`config.mk`:
```
export PLATFORM = sky130hd
export DESIGN_NAME = display_source_arbiter_flat
export DESIGN_NICKNAME = d
export VERILOG_FILES = /design/src/rtl/display_source_arbiter_if.sv /design/src/rtl/display_source_arbiter.sv /design/src/flat_wrapper.sv
export SDC_FILE = /design/constraint.sdc
export NUM_CORES = 1
export LEC_CHECK = 0
export CAP_MARGIN = 20
export CORE_MARGIN = 10
export CORE_UTILIZATION = 52
export DETAILED_ROUTE_END_ITERATION = 7
export PLACE_DENSITY = 0.85
export SYNTH_ARGS = -nofsm -noshare
export SYNTH_HDL_FRONTEND = slang
export SYNTH_SLANG_ARGS = --single-unit
```
`constraint.sdc`:
```
create_clock -name clk -period 3.7 [get_ports clk]
set_clock_uncertainty 0.05 [all_clocks]
set_input_delay 0.74 -clock clk [delete_from_list [all_inputs] [get_ports clk]]
set_output_delay 0.74 -clock clk [all_outputs]
set_load 0.05 [all_outputs]
```
`src/rtl/display_source_arbiter_if.sv`:
```
// Display RAM write-port bundle: FFT and lock-in sample streams in,
// RAM write strobe/address/data out.
interface display_source_arbiter_if #(
    parameter int ADDR_W   = 9,
    parameter int DATA_W   = 24,
    parameter int LOCKIN_W = 42
);
    logic [ADDR_W-1:0]   fft_addr;
    logic [DATA_W-1:0]   fft_mag;
    logic                fft_valid;
    logic                lockin_valid;
    logic [LOCKIN_W-1:0] lockin_mag;
    logic [LOCKIN_W-1:0] lockin_phs;
    logic                o_wr_en;
    logic [ADDR_W-1:0]   o_wr_addr;
    logic [DATA_W-1:0]   o_wr_data;

    modport master (
        input  fft_addr, fft_mag, fft_valid,
        input  lockin_valid, lockin_mag, lockin_phs,
        output o_wr_en, o_wr_addr, o_wr_data
    );

    modport slave (
        output fft_addr, fft_mag, fft_valid,
        output lockin_valid, lockin_mag, lockin_phs,
        input  o_wr_en, o_wr_addr, o_wr_data
    );
endinterface

```
`src/rtl/display_source_arbiter.sv`:
```
// Arbitrates the display RAM write port between FFT and lock-in streams.
// DISPLAY_CLEAR_ON_RESET_EN: start a full RAM clear straight out of reset.
module display_source_arbiter #(
    parameter int ADDR_W       = 9,
    parameter int DATA_W       = 24,
    parameter int LOCKIN_W     = 42,
    parameter int LOCKIN_SHIFT = 18
) (
    input  logic                      clk,
    input  logic                      reset,
    input  logic                      i_switch_mode,
    input  logic                      i_frame_start,
    display_source_arbiter_if.master  bus,
    output logic                      o_mode,
    output logic                      o_busy,
    output logic                      o_overrun
);
    localparam int DEPTH = 2 ** ADDR_W;
    localparam logic [ADDR_W-1:0] LAST = ADDR_W'(DEPTH - 1);

    typedef enum logic [1:0] {
        IDLE,
        LK_PHS,
        CLEAR
    } state_t;

    state_t              r_state;
    logic                r_sync1;
    logic                r_sync2;
    logic                r_wr_en;
    logic [ADDR_W-1:0]   r_wr_addr;
    logic [DATA_W-1:0]   r_wr_data;
    logic [ADDR_W-1:0]   r_cnt;
    logic [DATA_W-1:0]   r_phs;
    logic                r_pend;
    logic [LOCKIN_W-1:0] r_pend_mag;
    logic [LOCKIN_W-1:0] r_pend_phs;

    wire                w_change    = (r_sync2 != o_mode);
    wire                w_any_valid = bus.fft_valid | bus.lockin_valid;
    wire [LOCKIN_W-1:0] w_mag = bus.lockin_valid ? bus.lockin_mag : r_pend_mag;
    wire [LOCKIN_W-1:0] w_phs = bus.lockin_valid ? bus.lockin_phs : r_pend_phs;

    function automatic logic [DATA_W-1:0] sat(input logic [LOCKIN_W-1:0] x);
        logic [LOCKIN_W-1:0] y;
        y = x >> LOCKIN_SHIFT;
        if ((y >> DATA_W) != '0)
            sat = '1;
        else
            sat = y[DATA_W-1:0];
    endfunction

    assign bus.o_wr_en   = r_wr_en;
    assign bus.o_wr_addr = r_wr_addr;
    assign bus.o_wr_data = r_wr_data;

    always_ff @(posedge clk) begin
        if (reset) begin
            r_sync1    <= 1'b0;
            r_sync2    <= 1'b0;
            r_wr_en    <= 1'b0;
            r_wr_addr  <= '0;
            r_wr_data  <= '0;
            r_cnt      <= '0;
            r_phs      <= '0;
            r_pend     <= 1'b0;
            r_pend_mag <= '0;
            r_pend_phs <= '0;
            o_mode     <= 1'b0;
            o_overrun  <= 1'b0;
`ifdef DISPLAY_CLEAR_ON_RESET_EN
            r_state    <= CLEAR;
            o_busy     <= 1'b1;
`else
            r_state    <= IDLE;
            o_busy     <= 1'b0;
`endif
        end else begin
            r_sync1   <= i_switch_mode;
            r_sync2   <= r_sync1;
            r_wr_en   <= 1'b0;
            o_overrun <= 1'b0;
            case (r_state)
                IDLE: begin
                    o_busy <= 1'b0;
                    if (i_frame_start && w_change) begin
                        o_mode    <= r_sync2;
                        r_wr_en   <= 1'b1;
                        r_wr_addr <= '0;
                        r_wr_data <= '0;
                        r_cnt     <= ADDR_W'(1);
                        o_busy    <= 1'b1;
                        o_overrun <= w_any_valid;
                        r_pend    <= 1'b0;
                        r_state   <= CLEAR;
                    end else if (o_mode && bus.fft_valid) begin
                        r_wr_en   <= 1'b1;
                        r_wr_addr <= bus.fft_addr;
                        r_wr_data <= bus.fft_mag;
                    end else if (!o_mode && (bus.lockin_valid || r_pend)) begin
                        // live sample wins; the older pending one is dropped
                        r_wr_en   <= 1'b1;
                        r_wr_addr <= '0;
                        r_wr_data <= sat(w_mag);
                        r_phs     <= sat(w_phs);
                        r_pend    <= 1'b0;
                        r_state   <= LK_PHS;
                    end
                end
                LK_PHS: begin
                    r_wr_en   <= 1'b1;
                    r_wr_addr <= ADDR_W'(1);
                    r_wr_data <= r_phs;
                    r_state   <= IDLE;
                    if (bus.lockin_valid) begin
                        r_pend     <= 1'b1;
                        r_pend_mag <= bus.lockin_mag;
                        r_pend_phs <= bus.lockin_phs;
                        o_overrun  <= r_pend;
                    end
                end
                CLEAR: begin
                    r_wr_en   <= 1'b1;
                    r_wr_addr <= r_cnt;
                    r_wr_data <= '0;
                    r_cnt     <= r_cnt + ADDR_W'(1);
                    o_overrun <= w_any_valid;
                    if (r_cnt == LAST)
                        r_state <= IDLE;
                end
                default: r_state <= IDLE;
            endcase
        end
    end
endmodule
```
`src/flat_wrapper.sv`:
```
// flat-port wrapper written by rule: the top's interface ports become plain ports
module display_source_arbiter_flat 
#(
    parameter int ADDR_W       = 9,
    parameter int DATA_W       = 24,
    parameter int LOCKIN_W     = 42,
    parameter int LOCKIN_SHIFT = 18
)
  (clk, reset, i_switch_mode, i_frame_start, o_mode, o_busy, o_overrun, bus_fft_addr, bus_fft_mag, bus_fft_valid, bus_lockin_valid, bus_lockin_mag, bus_lockin_phs, bus_o_wr_en, bus_o_wr_addr, bus_o_wr_data);
  display_source_arbiter_if #(.ADDR_W(ADDR_W), .DATA_W(DATA_W), .LOCKIN_W(LOCKIN_W)) bus_i ();
  input  logic clk;
  input  logic reset;
  input  logic i_switch_mode;
  input  logic i_frame_start;
  output logic o_mode;
  output logic o_busy;
  output logic o_overrun;
  input wire logic [$bits(bus_i.fft_addr)-1:0] bus_fft_addr;
  input wire logic [$bits(bus_i.fft_mag)-1:0] bus_fft_mag;
  input wire logic [$bits(bus_i.fft_valid)-1:0] bus_fft_valid;
  input wire logic [$bits(bus_i.lockin_valid)-1:0] bus_lockin_valid;
  input wire logic [$bits(bus_i.lockin_mag)-1:0] bus_lockin_mag;
  input wire logic [$bits(bus_i.lockin_phs)-1:0] bus_lockin_phs;
  output wire logic [$bits(bus_i.o_wr_en)-1:0] bus_o_wr_en;
  output wire logic [$bits(bus_i.o_wr_addr)-1:0] bus_o_wr_addr;
  output wire logic [$bits(bus_i.o_wr_data)-1:0] bus_o_wr_data;
  assign bus_i.fft_addr = bus_fft_addr;
  assign bus_i.fft_mag = bus_fft_mag;
  assign bus_i.fft_valid = bus_fft_valid;
  assign bus_i.lockin_valid = bus_lockin_valid;
  assign bus_i.lockin_mag = bus_lockin_mag;
  assign bus_i.lockin_phs = bus_lockin_phs;
  assign bus_o_wr_en = bus_i.o_wr_en;
  assign bus_o_wr_addr = bus_i.o_wr_addr;
  assign bus_o_wr_data = bus_i.o_wr_data;
  display_source_arbiter #(.ADDR_W(ADDR_W), .DATA_W(DATA_W), .LOCKIN_W(LOCKIN_W), .LOCKIN_SHIFT(LOCKIN_SHIFT)) u_core (.clk(clk), .reset(reset), .i_switch_mode(i_switch_mode), .i_frame_start(i_frame_start), .bus(bus_i), .o_mode(o_mode), .o_busy(o_busy), .o_overrun(o_overrun));
endmodule
```
Yosys cells after proc, flatten, opt, wreduce, memory -nomap -nowiden
Cells that the tools add are included.
{ "op_classes": {"n_mux": 30, "n_reduce_logical": 17, "eq_ne": 10, "n_addsub": 1, "bitwise_logic": 3} }
{ "ops": {"columns": ["cell", "count"], "rows": [
  ["2-to-1 mux 42 bit", 2],
  ["2-to-1 mux 24 bit", 3],
  ["case mux 24 bit (3 select lines)", 1],
  ["2-to-1 mux 9 bit", 4],
  ["case mux 9 bit (3 select lines)", 1],
  ["case mux 9 bit (2 select lines)", 1],
  ["2-to-1 mux 1 bit", 10],
  ["adder 9 x 1 -> 9 bit, second input constant", 1],
  ["equality test 9 bit, second input constant", 1],
  ["2-to-1 mux 2 bit", 4],
  ["AND reduction 2 bit", 4],
  ["AND reduction 4 bit", 2],
  ["inequality test 2 x 1 -> 1 bit, second input constant", 2],
  ["inequality test 4 x 1 -> 1 bit, second input constant", 1],
  ["case mux 1 bit (2 select lines)", 2],
  ["case mux 2 bit (2 select lines)", 1],
  ["nonzero test 2 bit", 2],
  ["logical AND 1 bit", 3],
  ["inequality test 3 x 1 -> 1 bit, second input constant", 1],
  ["inequality test 3 x 2 -> 1 bit, second input constant", 1],
  ["case mux 1 bit (3 select lines)", 1],
  ["AND reduction 3 bit", 1],
  ["nonzero test 3 bit", 1],
  ["equality test 2 x 1 -> 1 bit, second input constant", 1],
  ["other kinds (9)", 10]
]} }
{ "word_totals": {"out_inout_bits": 37, "inputBits": 123, "register_bits": 159} }

Depth between registers and ports, before layout
{ "depth": {"depth_word": 6, "depth_mapped": 9, "ltp_nobuf": 7} }

Worst setup path after synthesis
Ideal clock, no wire load.
{ "synth_path": {"path_type": "in2reg", "startpoint": "input bus_lockin_valid", "endpoint": "register u_core.r_wr_addr[4] (netlist: u_core.bus.o_wr_addr[4])", "stages": 7, "n_path_buf": 3, "setup_time_ps": 81, "t_required_ps": 3569, "path_slack_ps": 1603, "arrival_time_ps": 1965, "cell_sequence": "buf_2 -> a2111oi_4 -> nand2_2 -> and2_1 -> buf_2 -> buf_6 -> a211oi_2"} }
{ "synth_via": {"elab_chain_cells": 4} }
{ "synth_rtl": {"columns": ["item", "line", "text"], "rows": [
  ["start, declared", "flat_wrapper.sv:21", "input wire logic [$bits(bus_i.lockin_valid)-1:0] bus_lockin_valid;"],
  ["logical OR 1 bit", "display_source_arbiter.sv:100", "end else if (!o_mode && (bus.lockin_valid || r_pend)) begin"],
  ["logical AND 1 bit", "display_source_arbiter.sv:100", null],
  ["inequality test 4 x 1 -> 1 bit (no source line)", null, null],
  ["AND reduction 2 bit (no source line)", null, null],
  ["end signal, assigned", "display_source_arbiter.sv:98", "r_wr_addr <= bus.fft_addr;"],
  ["end signal, assigned", "display_source_arbiter.sv:124", "r_wr_addr <= r_cnt;"],
  ["end, declared", "display_source_arbiter.sv:31", "logic [ADDR_W-1:0] r_wr_addr;"]
]} }
Every way passes these cells.
A chain may end at the register's enable or synchronous reset.

Worst setup path after layout
{ "layout_path": {"startpoint": "register u_core.o_mode", "endpoint": "register u_core.r_wr_addr[8] (netlist: u_core.bus.o_wr_addr[8])"} }
{ "layout_via": {"elab_chain_cells": 4} }
{ "layout_rtl": {"columns": ["item", "line", "text"], "rows": [
  ["start, declared", "display_source_arbiter.sv:14", "output logic o_mode,"],
  ["start signal, assigned", "display_source_arbiter.sv:87", "o_mode <= r_sync2;"],
  ["logical AND 1 bit (tied with other cells)", "display_source_arbiter.sv:96", "end else if (o_mode && bus.fft_valid) begin"],
  ["2-to-1 mux 9 bit (tied with other cells)", "display_source_arbiter.sv:96", null],
  ["2-to-1 mux 9 bit or inequality test 4 x 1 -> 1 bit (tied branches)", null, null],
  ["case mux 9 bit (3 select lines) or AND reduction 2 bit (tied branches)", null, null]
]} }
Parallel ways exist; a longest one is shown, timed or not.

==> run metrics <==
Sink Count 123; Worst Hold Launch u_core.r_sync1$_SDFF_PP0_; min-delay worst type register to register; crit start category register; DR vias 5657; maximum number of pins on one net before global-route repair 81; FF-to-FF setup slack 0.95 ns; Routed Wire Length 18100 um; YS warnings 0; Reg clk slew, reported paths 0.06 ns; RR Startpoint u_core.o_mode$_SDFFE_PP0P_; final setup violating endpoints 0; DR pass1 iterations 5; maxcap violations 0; status finished clean; M2 GR Usage 0.361; Slew Viols, Final 0; met3 usage 0.0650; RSZ-0062 raised after global routing no; routability congestion estimate from global placement 0.874; CTS tree yes; num rows 38; synth unique cells 45; Synth Instances 671; Bufs on Longest Clock Path 2; cts bufs inserted 17; Power Density 527 nW/um2; WS Path Type register to register; Avg Cell Area, Syn 8.73 um2; clk root buf clkbuf_16; Total Power 4060 uW; GRT Overall Usage 0.217; Endpoint, Worst Hold u_core.r_sync2$_SDFF_PP0_; area grow syn2layout 31.5%; Setup TNS 0 ns; fmax 0.363 GHz; number of antenna-violating nets in the routed design 0; vias in the first global route 5619; slew margin rel. 0.384; first-pass GRT wire length 28800 um; CP startpoint u_core.o_mode$_SDFFE_PP0P_; final-stage net count 892; hold-fix buffers at CTS 0; ant diodes 0; ys async rst share 0; Worst EP arrival 3.01 ns; register area 2460 um2; Cell Area, Synth 5860 um2; post-CTS setup buffer count 0; die area 15900 um2; top post-synthesis cells by count dfxtp_1 (123), nand2_1 (102), a21oi_1 (87), mux2i_1 (51), clkbuf_1 (37); H-tree levels 4; minimum clock period 2.75 ns; Synth Register Bits 123; crit path max fanout 25; Die Ht 126 um; grt ovf 0; commonest register cell after synthesis dfxtp_1; share of layout cells above drive strength 1 0.113; initial antenna violation count 0; Leak 0.00273 uW; Worst R2R End u_core.bus.o_wr_addr[8]$_SDFFE_PP0P_; EDFF count, synth 0; routed len/inst 19.8 um; post-CTS resize count 0; required time of the worst setup path 3.95 ns; Worst-Margin Slew 0.924 ns; Multi-input gate area 3070 um2; Yosys top cell area share 0.420; Post-Syn Nets 800; DR vias/cell 6.18; DP Wirelength 11800 um; hold depth 1; Top Usage Layer GRT met2; period utilization 0.745; IO Count 160; top cells by area, synth dfxtp_1 (42%), mux2i_1 (8.7%), a21oi_1 (7.4%), nand2_1 (6.5%), a211oi_2 (6.4%); drt drc 0; r2r worst-path depth 5; met1 usage 0.261; sequential fraction of the synthesis area 0.420; DRT iter0 DRCs 688; FILL cells 830; Worst setup EP type register; Clock Latency Late Sink 0.41 ns; Worst VDD drop 346 uV; Starting Density 0.536; area leader, netlist dfxtp_1; die width 126 um; Final Hold Vio Count 0; port buffer count 123; cell with the most instances after synthesis dfxtp_1; core outline area 10900 um2
[worst max-delay path by stage]
| stage | endpoint | slack [ns] | depth (start not counted) |
|---|---|---|---|
| 2_1_floorplan | u_core.bus.o_wr_addr[4]$_SDFFE_PP0P_ | 1.60 | 7 |
| 3_3_place_gp | u_core.bus.o_wr_addr[8]$_SDFFE_PP0P_ | 0.82 | 6 |
| 4_1_cts | o_mode | 0.95 | 1 |
| 5_1_grt | u_core.bus.o_wr_addr[8]$_SDFFE_PP0P_ | 0.82 | 5 |
| 3_5_place_dp | u_core.bus.o_wr_addr[4]$_SDFFE_PP0P_ | 0.79 | 5 |
| 6_report | u_core.bus.o_wr_addr[8]$_SDFFE_PP0P_ | 0.95 | 5 |
[cells by family after synthesis]
family                   synth area share
AND/OR/NAND/NOR                     0.134
multiplexers                       0.0872
buffers and inverters              0.0583
adder cells (fa/ha/maj)            0.0128
AO/OA/AOI/OAI                       0.282
XOR/XNOR                          0.00449
flip-flops                          0.420
[metal layers]
| metal | routed length, um | up-vias |
|---|---|---|
| met2 | 8760 | 297 |
| li1 | - | 2631 |
| met1 | 7460 | 2693 |
| met5 | 0 | - |
| met4 | 372 | 0 |
| met3 | 1550 | 36 |
[final cells by class]
class	instances	share of cell area
Clock buffer	17	0.0552
Clock inverter	15	0.0227
Inverter	7	0.00341
Multi-Input combinational cell	474	0.399
Sequential cell	123	0.320
Tap cell	140	0.0227
Timing Repair Buffer	140	0.177
[registers in the layout, indices dropped and copies added (netlist names), 2 cells and up]
signal and flops:
u_core.r_cnt 9, u_core.r_pend_mag 24, u_core.bus.o_wr_addr 9, u_core.r_state 2, u_core.r_phs 24, u_core.bus.o_wr_data 24, u_core.r_pend_phs 24
[layout by cell type, fill, tap and decap left out, types with 6 or more instances in the layout]
cell type,n
a211oi_1,28
a211oi_2,30
a21oi_1,86
a22oi_1,9
a32oi_1,25
buf_4,17
clkbuf_16,17
clkdlybuf4s50_1,121
dfxtp_1,123
ha_1,6
inv_1,7
mux2i_1,51
nand2_1,102
nand3_1,29
nor2_1,32
o21ai_0,27
[metrics by stage]
| step | cell area (um2) | util | hold slack, ns | setup slack (ns) | std cells |
|---|---|---|---|---|---|
| final | 7700 | 0.704 | 0.395 | 0.945 | 916 |
| after global routing | 7700 | 0.704 | 0.413 | 0.823 | 916 |
| after CTS | 7700 | 0.704 | 0.399 | 0.952 | 916 |
| after detailed placement | 7100 | 0.649 | 0.386 | 0.786 | 884 |
| after global placement | 7100 | 0.649 | 0.372 | 0.825 | 884 |
| after floorplan | 5860 | - | 0.364 | 1.60 | 671 |
[worst max-delay path, cell delays in order, from the launching register on]
cell and delay [ns]:
dfxtp_1 0.62, buf_4 0.39, and2_0 0.60, and3b_1 0.50, a22oi_1 0.16, a211oi_1 0.32
[where the power goes]
group / internal [uW] / total, uW / switching [uW] / leakage, uW
registers: 1430 / 1500 / 71.0 / 0.00101
clock network: 1060 / 1690 / 631 / 0.000285
logic: 330 / 862 / 532 / 0.00144
total: 2820 / 4060 / 1230 / 0.00273
Power figures use the tool's default switching activity.
